## src/rtl/axis_beat_pkg.sv

```systemverilog
// axis_beat_pkg: state encoding and beat address increment shared by the axis_beat slice.
package axis_beat_pkg;

    localparam int IDLE = 0;
    localparam int BEAT = 1;

    typedef enum logic [1:0] {
        ST_IDLE = 2'(1 << IDLE),
        ST_BEAT = 2'(1 << BEAT)
    } state_e;

    function automatic int unsigned beat_bytes(input int unsigned data_width);
        return data_width / 8;
    endfunction

endpackage

```

## src/rtl/axis_beat_fifo.sv

```systemverilog
// axis_beat_fifo: synchronous power-of-two command FIFO with registered full/empty flags.
module axis_beat_fifo #(
    parameter int WIDTH      = 8,
    parameter int DEPTH_LOG2 = 2
) (
    input  logic             clk,
    input  logic             rst,
    input  logic             push_i,
    input  logic [WIDTH-1:0] data_i,
    input  logic             pop_i,
    output logic [WIDTH-1:0] data_o,
    output logic             full_o,
    output logic             empty_o
);

    logic [WIDTH-1:0]      mem_q [2**DEPTH_LOG2];
    logic [DEPTH_LOG2-1:0] wr_q, wr_d, rd_q, rd_d;
    logic                  full_q, full_d, empty_q, empty_d;
    logic                  push, pop;

    always_comb begin
        push    = push_i & ~full_q;
        pop     = pop_i & ~empty_q;
        wr_d    = wr_q + DEPTH_LOG2'(push);
        rd_d    = rd_q + DEPTH_LOG2'(pop);
        full_d  = (push & ~pop) ? (wr_d == rd_q) : (pop & ~push) ? 1'b0 : full_q;
        empty_d = (pop & ~push) ? (rd_d == wr_q) : (push & ~pop) ? 1'b0 : empty_q;
    end

    always_ff @(posedge clk) begin
        if (rst) begin
            wr_q    <= '0;
            rd_q    <= '0;
            full_q  <= 1'b0;
            empty_q <= 1'b1;
        end else begin
            wr_q    <= wr_d;
            rd_q    <= rd_d;
            full_q  <= full_d;
            empty_q <= empty_d;
        end
    end

    always_ff @(posedge clk) begin
        if (push) mem_q[wr_q] <= data_i;
    end

    assign data_o  = mem_q[rd_q];
    assign full_o  = full_q;
    assign empty_o = empty_q;

endmodule

```

## src/rtl/axis_beat.sv

```systemverilog
// axis_beat: splits queued AXI address commands into per-beat addresses with last/done flags,
// chaining bursts back to back without bubbles.
module axis_beat
    import axis_beat_pkg::*;
#(
    parameter int AXI_LEN_WIDTH  = 8,
    parameter int AXI_ADDR_WIDTH = 32,
    parameter int AXI_DATA_WIDTH = 256,
    parameter int CMD_DEPTH_LOG2 = 2
) (
    input  logic                      clk,
    input  logic                      rst,
    input  logic [AXI_ADDR_WIDTH-1:0] axi_aaddr,
    input  logic [AXI_LEN_WIDTH-1:0]  axi_alen,
    input  logic                      axi_avalid,
    output logic                      axi_aready,
    output logic [AXI_ADDR_WIDTH-1:0] beat_addr,
    output logic                      beat_last,
    output logic                      beat_valid,
    input  logic                      beat_ready,
    output logic                      burst_done,
    output logic                      busy
);

    localparam logic [AXI_ADDR_WIDTH-1:0] ADDR_INC = AXI_ADDR_WIDTH'(beat_bytes(AXI_DATA_WIDTH));

    state_e                    state_q, state_d;
    logic [AXI_ADDR_WIDTH-1:0] addr_q, addr_d, head_addr;
    logic [AXI_LEN_WIDTH-1:0]  cnt_q, cnt_d, head_len;
    logic                      done_q, done_d;
    logic                      fifo_full, fifo_empty, pop, accept;

    axis_beat_fifo #(
        .WIDTH      (AXI_ADDR_WIDTH + AXI_LEN_WIDTH),
        .DEPTH_LOG2 (CMD_DEPTH_LOG2)
    ) u_fifo (
        .clk     (clk),
        .rst     (rst),
        .push_i  (axi_avalid),
        .data_i  ({axi_aaddr, axi_alen}),
        .pop_i   (pop),
        .data_o  ({head_addr, head_len}),
        .full_o  (fifo_full),
        .empty_o (fifo_empty)
    );

    // A completing last beat may pop the next command on the same edge.
    always_comb begin
        accept  = state_q[BEAT] & beat_ready;
        pop     = ~fifo_empty & (state_q[IDLE] | (accept & beat_last));
        state_d = pop ? ST_BEAT : (accept & beat_last) ? ST_IDLE : state_q;
        addr_d  = pop ? head_addr : (accept & ~beat_last) ? addr_q + ADDR_INC : addr_q;
        cnt_d   = pop ? head_len : (accept & ~beat_last) ? cnt_q - 1'b1 : cnt_q;
        done_d  = accept & beat_last;
    end

    always_ff @(posedge clk) begin
        if (rst) begin
            state_q <= ST_IDLE;
            done_q  <= 1'b0;
        end else begin
            state_q <= state_d;
            done_q  <= done_d;
        end
    end

    always_ff @(posedge clk) begin
        addr_q <= addr_d;
        cnt_q  <= cnt_d;
    end

    assign axi_aready = ~fifo_full;
    assign beat_addr  = addr_q;
    assign beat_last  = (cnt_q == '0);
    assign beat_valid = state_q[BEAT];
    assign burst_done = done_q;
    assign busy       = state_q[BEAT] | ~fifo_empty;

endmodule

```

## config.mk

```make
export PLATFORM = sky130hd
export DESIGN_NAME = axis_beat
export DESIGN_NICKNAME = d
export VERILOG_FILES = /design/src/rtl/axis_beat_pkg.sv /design/src/rtl/axis_beat_fifo.sv /design/src/rtl/axis_beat.sv
export SDC_FILE = /design/constraint.sdc
export NUM_CORES = 1
export LEC_CHECK = 0
export ABC_CLOCK_PERIOD_IN_PS = 9650
export CAP_MARGIN = 20
export CORE_ASPECT_RATIO = 0.75
export CORE_MARGIN = 2
export CORE_UTILIZATION = 52
export CTS_CLUSTER_DIAMETER = 150
export DETAILED_ROUTE_END_ITERATION = 10
export GPL_TIMING_DRIVEN = 1
export HOLD_SLACK_MARGIN = 0.05
export PLACE_DENSITY = 0.74
export SLEW_MARGIN = 20
export SYNTH_ARGS = -nofsm -noshare
export SYNTH_HDL_FRONTEND = slang
export SYNTH_SLANG_ARGS = --single-unit
```

## constraint.sdc

```tcl
create_clock -name clk -period 9.65 [get_ports clk]
set_clock_uncertainty 0.1 [all_clocks]
set_input_delay 1.93 -clock clk [delete_from_list [all_inputs] [get_ports clk]]
set_output_delay 1.93 -clock clk [all_outputs]
set_load 0.02 [all_outputs]
```

==> flow_summary.ini, run 1 <==
[sta]
finalCriticalPeriod_ps = 4810
slew_viol_final = 0
setup_viol = 0
setup_tns_ps = 0
hold_violations = 0
worst_slew_pin_slew_ps = 1030
relSlewSlack = 0.309
setup_slack_ps = 4840
period_share = 0.498
grt_setup_unrepaired = no
hold_ws_ps = 371
fmax_ghz = 0.208

[clocking]
cts_tree = done
cts_num_sinks = 209
holdBufCountCts = 0
cts_resized = 0
cts_max_level = 1
cts-buffers-inserted = 21
clk_latency_ps = 500
cts.path.max_buffers = 3
clockRootBuffer = clkbuf_16
clk_pin_slew_ps = 60
post-cts-setup-buffers = 0

[yosys]
synth_top_family_by_area = multiplexers
avgSynthCellArea_um2 = 17.4
synth_cells = 488
synth_ff_type = edfxtp_1
synth_warnings = 0
synth.distinct_cells = 40
mappedNetlistNets = 538
async_reset_ff_frac = 0
yosys.area_share.simple = 0.0780
ys_ff_latch = 209
synth_edf_count = 200
ys_seq_area_frac = 0.730
synth-adder-area-share = 0.00886
syn-cell-area_um2 = 8470
synth-compound-area-share = 0.0362
synth-xor-area-share = 0.0238
synth_mux_area_frac = 0.108

[worst_setup_path]
cp_max_fo = 4
critPathBufInv = 2
required_ps = 7620
cp_top_family = simple AND/OR/NAND/NOR gates
cp.arrival_ps = 2780
worst_setup_path_start_kind = flop
criticalPathCategory = reg2out
cp_cell_sequence = inv_1 > ha_1 > nor4b_1 > and2_1 > clkdlybuf4s50_1
critPathMaxStageDelay_ps = 630
worstSetupEndpointType = output pin
critPathSlowestCell = clkdlybuf4s50_1

[layout]
design_area_um2 = 10200
diodes = 0
final_cells = 799
utilization = 0.639
drive_gt1_frac = 0.153
multi_input_area_um2 = 2210
area_delta_synth_final_pct = 20.4
nNetsFinal = 624
layout.area.seq_um2 = 6190
fillers = 1136

[power_and_ir_drop]
p_switching_mw = 0.706
p_per_area_nw_per_um2 = 248
total_power_mw = 2.53
switching_share = 0.279
internal-power_mw = 1.82
seq_power_share = 0.493
clkPwrFrac = 0.297
peakVddDrop_mv = 0.137
power.combinational.fraction = 0.210
power.leakage_nw = 3.22

[die]
start_util = 0.531
die_x_um = 151
pin_count = 81
die-area_um2 = 17300
num_rows = 40
die_height_um = 115
core_area_um2 = 16000

[min_path]
hold_class = reg2reg

[global_route]
antenna_found_initial = 0
grt_pass1_vias = 4584
grt_pass1_wl_um = 25300
overflow = 0
grt_max_degree = 79
grt.total_usage = 0.194

[placed_design]
hpwl_um = 10000
port-buffer-count = 80
place_ws_ps = 4660
dp_cells = 760
place_area_um2 = 9530
place_congestion = 0.768

[drt]
drtPass1Iterations = 5
dr.first_iter.drc_count = 384
remaining_drc_errors = 0
wl_per_cell_um = 20.6
avgViaCountPerCell = 5.84
via_count = 4667
wl_um = 16500
ant_nets = 0

[run]
cap_violations = 0

[status]
outcome = completed
-- power groups by stage --
| stage | Sequential, mW | Combinational (mW) | Clock, mW |
|---|---|---|---|
| 3_3_place_gp | 1.26 | 0.513 | 0 |
| 6_report | 1.25 | 0.531 | 0.753 |
| 4_1_cts | 1.25 | 0.528 | 0.767 |
| 3_5_place_dp | 1.27 | 0.525 | 0 |
| 5_1_grt | 1.26 | 0.579 | 0.802 |
| 2_1_floorplan | 1.27 | 0.310 | 0 |
-- cells by family after synthesis --
group / Yosys count
adder cells (fa/ha/maj): 6
flip-flops: 209
buffers and inverters: 31
XOR/XNOR: 23
AO/OA/AOI/OAI: 54
AND/OR/NAND/NOR: 124
multiplexers: 41
-- layer usage --
| metal | wire, um | GRT usage |
|---|---|---|
| met5 | 0 | 0 |
| met4 | 257 | 0.0411 |
| met3 | 1260 | 0.0386 |
| met2 | 7350 | 0.289 |
| met1 | 7590 | 0.300 |
-- final timing paths --
kind / cells past startpoint / slack, ps / from / end
max: 5 / 4840 / cnt_q[0] / beat_last
min: 2 / 370 / u_fifo.full_o / u_fifo.full_o
max reg2reg: 11 / 6340 / cnt_q[0] / u_fifo.empty_o
min reg2reg: 2 / 370 / u_fifo.full_o / u_fifo.full_o
-- cell usage after synthesis, types with 4 or more instances --
cell / n / share of area
nor2_1: 42 / 0.019
and3_1: 4 / 0.0030
nand2_1: 15 / 0.0066
or4_1: 4 / 0.0035
a21oi_1: 23 / 0.014
edfxtp_1: 200 / 0.71
dfxtp_1: 9 / 0.021
mux4_2: 40 / 0.11
xor2_1: 5 / 0.0052
buf_2: 4 / 0.0024
nor4_1: 4 / 0.0030
nor2b_1: 8 / 0.0059
o21ai_0: 10 / 0.0059
inv_1: 8 / 0.0035
nor3_1: 5 / 0.0030
clkbuf_1: 16 / 0.0071
ha_1: 6 / 0.0089
a31oi_1: 14 / 0.010
o31ai_1: 5 / 0.0044
nand4_1: 7 / 0.0052
or3_1: 10 / 0.0074
xnor2_1: 18 / 0.019
nand3_1: 9 / 0.0053
-- sequential cells by signal, summed over array words and instances, names as in the netlist --
| signal | cells |
|---|---|
| beat_addr | 32 |
| burst_done | 1 |
| cnt_q | 8 |
| state_q | 2 |
| u_fifo.empty_o | 1 |
| u_fifo.full_o | 1 |
| u_fifo.mem_q | 160 |
| u_fifo.rd_q | 2 |
| u_fifo.wr_q | 2 |
-- worst min-delay path: cells and delay by family (launching register included) --
| kind | cells | cell delay (ps) |
|---|---|---|
| and+or+nand+nor | 1 | 60 |
| DFF | 1 | 320 |
| AOI/OAI and AO/OA | 1 | 50 |
-- layout make-up --
type,count,area share
clock inverter,14,0.00957
timing repair buffer,86,0.0849
inverter,8,0.00294
multi-input combinational,248,0.217
sequential,209,0.607
clock buffer,24,0.0526
tap,210,0.0258
-- layout by cell type, fill, tap and decap left out, types with 6 or more instances in the layout --
cell / count
clkdlybuf4s50_1: 80
or3_1: 10
ha_1: 6
nand2_1: 15
xnor2_1: 18
clkbuf_16: 21
o21ai_0: 9
a21oi_1: 23
nand3_1: 9
a31oi_1: 14
nor2b_1: 8
mux4_2: 40
dfxtp_1: 7
nor2_1: 41
clkinv_2: 7
edfxtp_1: 200
inv_1: 8
nand4_1: 7
Power figures use the tool's default switching activity.
==> run 2, diff against run 1 <==
--- a/config.mk
+++ b/config.mk
@@ -5,16 +5,16 @@
 export SDC_FILE = /design/constraint.sdc
 export NUM_CORES = 1
 export LEC_CHECK = 0
-export ABC_CLOCK_PERIOD_IN_PS = 9650
+export ABC_CLOCK_PERIOD_IN_PS = 3850
 export CAP_MARGIN = 20
 export CORE_ASPECT_RATIO = 0.75
 export CORE_MARGIN = 2
-export CORE_UTILIZATION = 52
+export CORE_UTILIZATION = 51
 export CTS_CLUSTER_DIAMETER = 150
 export DETAILED_ROUTE_END_ITERATION = 10
 export GPL_TIMING_DRIVEN = 1
 export HOLD_SLACK_MARGIN = 0.05
-export PLACE_DENSITY = 0.74
+export PLACE_DENSITY = 0.75
 export SLEW_MARGIN = 20
 export SYNTH_ARGS = -nofsm -noshare
 export SYNTH_HDL_FRONTEND = slang
==> constraint.sdc (replaced) <==
create_clock -name clk -period 3.85 [get_ports clk]
set_clock_uncertainty 0.1 [all_clocks]
set_input_delay 0.77 -clock clk [delete_from_list [all_inputs] [get_ports clk]]
set_output_delay 0.77 -clock clk [all_outputs]
set_load 0.02 [all_outputs]
==> run 2 against run 1 <==
  * Routed wire length grew 4.7%
  * Clock-buffer cell count is 2 higher
  * Critical endpoint unchanged
  * Utilization is 0.13 points higher
  * First-iteration DRC count rose by 12%
  * Sequential share of layout area down 0.69 points
  * Highest routed layer unchanged
  * Global-route usage up 0.51 points
  * Critical path type unchanged
  * Sequential cell count unchanged
  * Final area up 1.1%
==> flow_summary.ini, run 2 (synthesis results as in run 1) <==
[global_route]
grt_pass1_vias = 4774
overflow = 0
grt_pass1_wl_um = 27000
grt_max_degree = 52
grt.total_usage = 0.199
antenna_found_initial = 0

[sta]
fmax_ghz = 0.285
slew_viol_final = 0
grt_setup_unrepaired = no
relSlewSlack = 0.526
setup_viol = 0
setup_tns_ps = 0
period_share = 0.911
hold_ws_ps = 366
worst_slew_pin_slew_ps = 710
finalCriticalPeriod_ps = 3510
hold_violations = 0

[power_and_ir_drop]
clkPwrFrac = 0.316
p_per_area_nw_per_um2 = 635
peakVddDrop_mv = 0.365
switching_share = 0.270
total_power_mw = 6.56
internal-power_mw = 4.78
power.leakage_nw = 3.27
seq_power_share = 0.476
power.combinational.fraction = 0.209
p_switching_mw = 1.77

[drt]
ant_nets = 0
avgViaCountPerCell = 5.93
dr.first_iter.drc_count = 429
remaining_drc_errors = 0
drtPass1Iterations = 5
wl_um = 17200
wl_per_cell_um = 21.5
via_count = 4748

[die]
core_area_um2 = 16100
die-area_um2 = 17700
die_x_um = 153
start_util = 0.526
die_height_um = 116
pin_count = 81
num_rows = 40

[worst_setup_path]
required_ps = 2980
cp.arrival_ps = 2640
critPathMaxStageDelay_ps = 630
criticalPathCategory = reg2out
worst_setup_path_start_kind = flop
cp_cell_sequence = inv_1 > ha_1 > nor4b_1 > buf_4 > and2_1 > clkdlybuf4s50_1
worstSetupEndpointType = output pin
critPathSlowestCell = clkdlybuf4s50_1
worstSetupStartpoint = cnt_q[0]
worstReg2RegStart = cnt_q[0]
cp_max_fo = 4

[clocking]
cts-buffers-inserted = 20
post-cts-setup-buffers = 0
cts_tree = done
cts_max_level = 1
cts_resized = 0
cts_num_sinks = 209
clk_pin_slew_ps = 60
holdBufCountCts = 0
clockRootBuffer = clkbuf_16
cts.path.max_buffers = 3
clk_latency_ps = 490

[layout]
largest_reg_flops = 160
layout.cells.most_common = edfxtp_1
max_flop_register = u_fifo.mem_q
final_cell_mix = edfxtp_1 (200), clkdlybuf4s50_1 (80), nor2_1 (41)
diodes = 0
area_delta_synth_final_pct = 21.8
utilization = 0.640
drive_gt1_frac = 0.157
nNetsFinal = 627

[placed_design]
port-buffer-count = 80
place_congestion = 0.779
hpwl_um = 10300

[min_path]
hold_class = reg2reg
worstHoldStart = u_fifo.full_o

[status]
outcome = completed

[run]
cap_violations = 0
run 2: cell count changes in the layout (fill, tap and decap cells not counted), moves of 2 or more:
cell,change
clkbuf_8,+4
clkinv_2,-6
buf_4,+3
bufinv_16,+2
clkbuf_1,-2
inv_6,-2
run 2: stage by stage:
step	instances	cell area (um2)	setup WS [ps]
global placement	764	9580	768
CTS	800	10300	301
detailed placement	764	9580	713
floorplan	488	8480	499
finish	801	10300	343
global route	801	10300	182
run 2: metal layers:
layer	part of all wire	global-route usage	vias to the layer above
li1	-	-	2118
met1	0.45	0.287	2422
met2	0.47	0.323	180
met3	0.065	0.0370	28
met4	0.016	0.0463	0
met5	0	0	-
run 2: final cells by class:
type / count / area [um2]
Clock inverter: 10 / 121
Multi-Input combinational cell: 248 / 2220
Fill cell: 1126 / 5800
Clock buffer: 26 / 584
Inverter: 8 / 30.0
Sequential cell: 209 / 6190
Timing Repair Buffer: 90 / 908
Tap cell: 210 / 263
run 2: worst max-delay path: cells and delay by family (launching register included):
| kind | cells | cell delay, ps |
|---|---|---|
| buffers and inverters | 3 | 920 |
| DFF | 1 | 440 |
| adders and majority gates | 1 | 230 |
| and+or+nand+nor | 2 | 550 |
run 2: path summary, 6_finish.rpt:
check | slack, ps | cells after the start | to
min reg2reg | 370 | 2 | u_fifo.full_o
max reg2reg | 1140 | 11 | u_fifo.empty_o
max | 340 | 6 | beat_last
min | 370 | 2 | u_fifo.full_o
run 2: power by group through the flow:
stage / Combinational [mW] / Clock [mW] / Sequential (mW)
after floorplan: 0.778 / 0 / 3.18
after global placement: 1.32 / 0 / 3.15
after detailed placement: 1.35 / 0 / 3.17
after CTS: 1.36 / 2.11 / 3.12
after global routing: 1.49 / 2.20 / 3.16
final: 1.37 / 2.07 / 3.12
==> run 3, diff against run 2 <==
--- a/config.mk
+++ b/config.mk
@@ -9,12 +9,13 @@
 export CAP_MARGIN = 20
 export CORE_ASPECT_RATIO = 0.75
 export CORE_MARGIN = 2
-export CORE_UTILIZATION = 51
+export CORE_UTILIZATION = 52
 export CTS_CLUSTER_DIAMETER = 150
 export DETAILED_ROUTE_END_ITERATION = 10
+export DONT_BUFFER_PORTS = 1
 export GPL_TIMING_DRIVEN = 1
 export HOLD_SLACK_MARGIN = 0.05
-export PLACE_DENSITY = 0.75
+export PLACE_DENSITY = 0.7
 export SLEW_MARGIN = 20
 export SYNTH_ARGS = -nofsm -noshare
 export SYNTH_HDL_FRONTEND = slang
==> run 3 against run 2 <==
  * Worst setup slack better by 340 ps
  * Die area is 1.9% lower
  * Sequential power is 4% higher
  * Utilization is 4.6 points lower
  * Combinational power is 28% lower
  * Critical endpoint unchanged
  * Largest power group unchanged
==> flow_summary.ini, run 3 (synthesis results as in run 1) <==
[worst_setup_path]
cp.arrival_ps = 2290
worstSetupStartpoint = cnt_q[0]
reg2reg_slack_ps = 880
worst-path-stages = 4
r2r_end = beat_addr[5]
required_ps = 2980
critPathSlowestCell = nor4b_1
worstReg2RegStart = cnt_q[0]
worstSetupEndpointType = output pin
critPathBufInv = 1
criticalPathCategory = reg2out
worst_setup_path_start_kind = flop
cp_top_family = simple AND/OR/NAND/NOR gates
crit_end = beat_last
reg2reg_depth = 7
critPathMaxStageDelay_ps = 620
cp_cell_sequence = inv_1 > ha_1 > nor4b_1 > and2_1
cp_max_fo = 4

[layout]
diodes = 0
largest_reg_flops = 160
multi_input_area_um2 = 2220
max_flop_register = u_fifo.mem_q
nNetsFinal = 548
fillers = 1159
layout.area.seq_um2 = 6190
utilization = 0.594
drive_gt1_frac = 0.184
area_delta_synth_final_pct = 12.0
final_cells = 722
final_cell_mix = edfxtp_1 (200), nor2_1 (41), mux4_2 (40)
layout.cells.most_common = edfxtp_1

[sta]
finalCriticalPeriod_ps = 3160
setup_viol = 0
relSlewSlack = 0.417
worst_slew_pin_slew_ps = 875
fmax_ghz = 0.316
hold_violations = 0
period_share = 0.822
hold_ws_ps = 234
setup_tns_ps = 0
slew_viol_final = 0
grt_setup_unrepaired = no

[power_and_ir_drop]
p_per_area_nw_per_um2 = 653
peakVddDrop_mv = 0.304
power.leakage_nw = 2.95
total_power_mw = 6.20

[die]
num_rows = 40
core_area_um2 = 16000
die_height_um = 115
die-area_um2 = 17300
start_util = 0.531
die_x_um = 151
pin_count = 81

[drt]
dr.first_iter.drc_count = 408
remaining_drc_errors = 0
wl_um = 16500
wl_met1_um = 6930
wl_per_cell_um = 22.9
drtPass1Iterations = 7
ant_nets = 0
met2_length_um = 7720
via_count = 4334
top_layer_used = met4
met3_length_um = 1610
avgViaCountPerCell = 6.00

[clocking]
cts.path.max_buffers = 3
clockRootBuffer = clkbuf_16
cts_num_sinks = 209
post-cts-setup-buffers = 0
clk_latency_ps = 490
cts_max_level = 1
holdBufCountCts = 0
cts_resized = 0
cts-buffers-inserted = 20
cts_tree = done
clk_pin_slew_ps = 70

[global_route]
antenna_found_initial = 0
grt.total_usage = 0.198
grt_max_degree = 78
grt_pass1_vias = 4462
grt_pass1_wl_um = 25600
overflow = 0

[min_path]
hold_class = in2reg
whs_path_depth = 1

[run]
cap_violations = 0

[placed_design]
port-buffer-count = 0
place_congestion = 0.773
dp_cells = 685
hpwl_um = 10300

[status]
outcome = completed
==> run 3: cell types whose count changed in the layout (fill, tap and decap cells not counted) <==
cell / delta
clkdlybuf4s50_1: -80
clkinv_2: +5
clkbuf_8: -3
buf_12: +2
buf_4: -1
bufinv_16: -1
clkbuf_1: +1
clkinv_1: -1
clkinvlp_4: -1
dfxtp_2: +1
dfxtp_4: -1
==> run 3: worst min-delay path by stage <==
stage | start | to | slack (ps)
finish | rst | u_fifo.rd_q[1] | 230
global route | rst | u_fifo.rd_q[1] | 220
CTS | rst | u_fifo.rd_q[1] | 220
detailed placement | u_fifo.full_o | u_fifo.full_o | 370
global placement | u_fifo.full_o | u_fifo.full_o | 360
floorplan | u_fifo.full_o | u_fifo.full_o | 330
==> run 3: final cells by class <==
cell class                 count  area share
timing repair buffer          11      0.0148
inverter                       8     0.00316
multi-input combinational    248       0.234
clock buffer                  24      0.0576
clock inverter                12      0.0111
sequential                   209       0.652
tap                          210      0.0277
==> run 3: routing by layer <==
layer / track usage / vias up
li1: - / 1972
met4: 0.0442 / 0
met3: 0.0717 / 24
met1: 0.270 / 2201
met2: 0.309 / 137
met5: 0 / -
==> run 3: worst reg2reg max path: stages, from the launching register on <==
cell	delay (ps)
edfxtp_1	440
inv_1	90
ha_1	220
nor4b_1	620
a32oi_4	210
buf_4	420
o21ai_4	330
buf_16	250
==> run 3: stage by stage <==
step           setup WS, ps  instance area [um2]
6_report                687                 9490
5_1_grt                 562                 9490
4_1_cts                 667                 9460
3_5_place_dp            838                 8810
3_3_place_gp            960                 8810
2_1_floorplan           499                 8480
==> run 3: power breakdown <==
part           total, mW  internal (mW)  switching (mW)
Clock               1.95           1.14           0.809
Combinational      0.987          0.469           0.518
Sequential          3.26           2.86           0.396
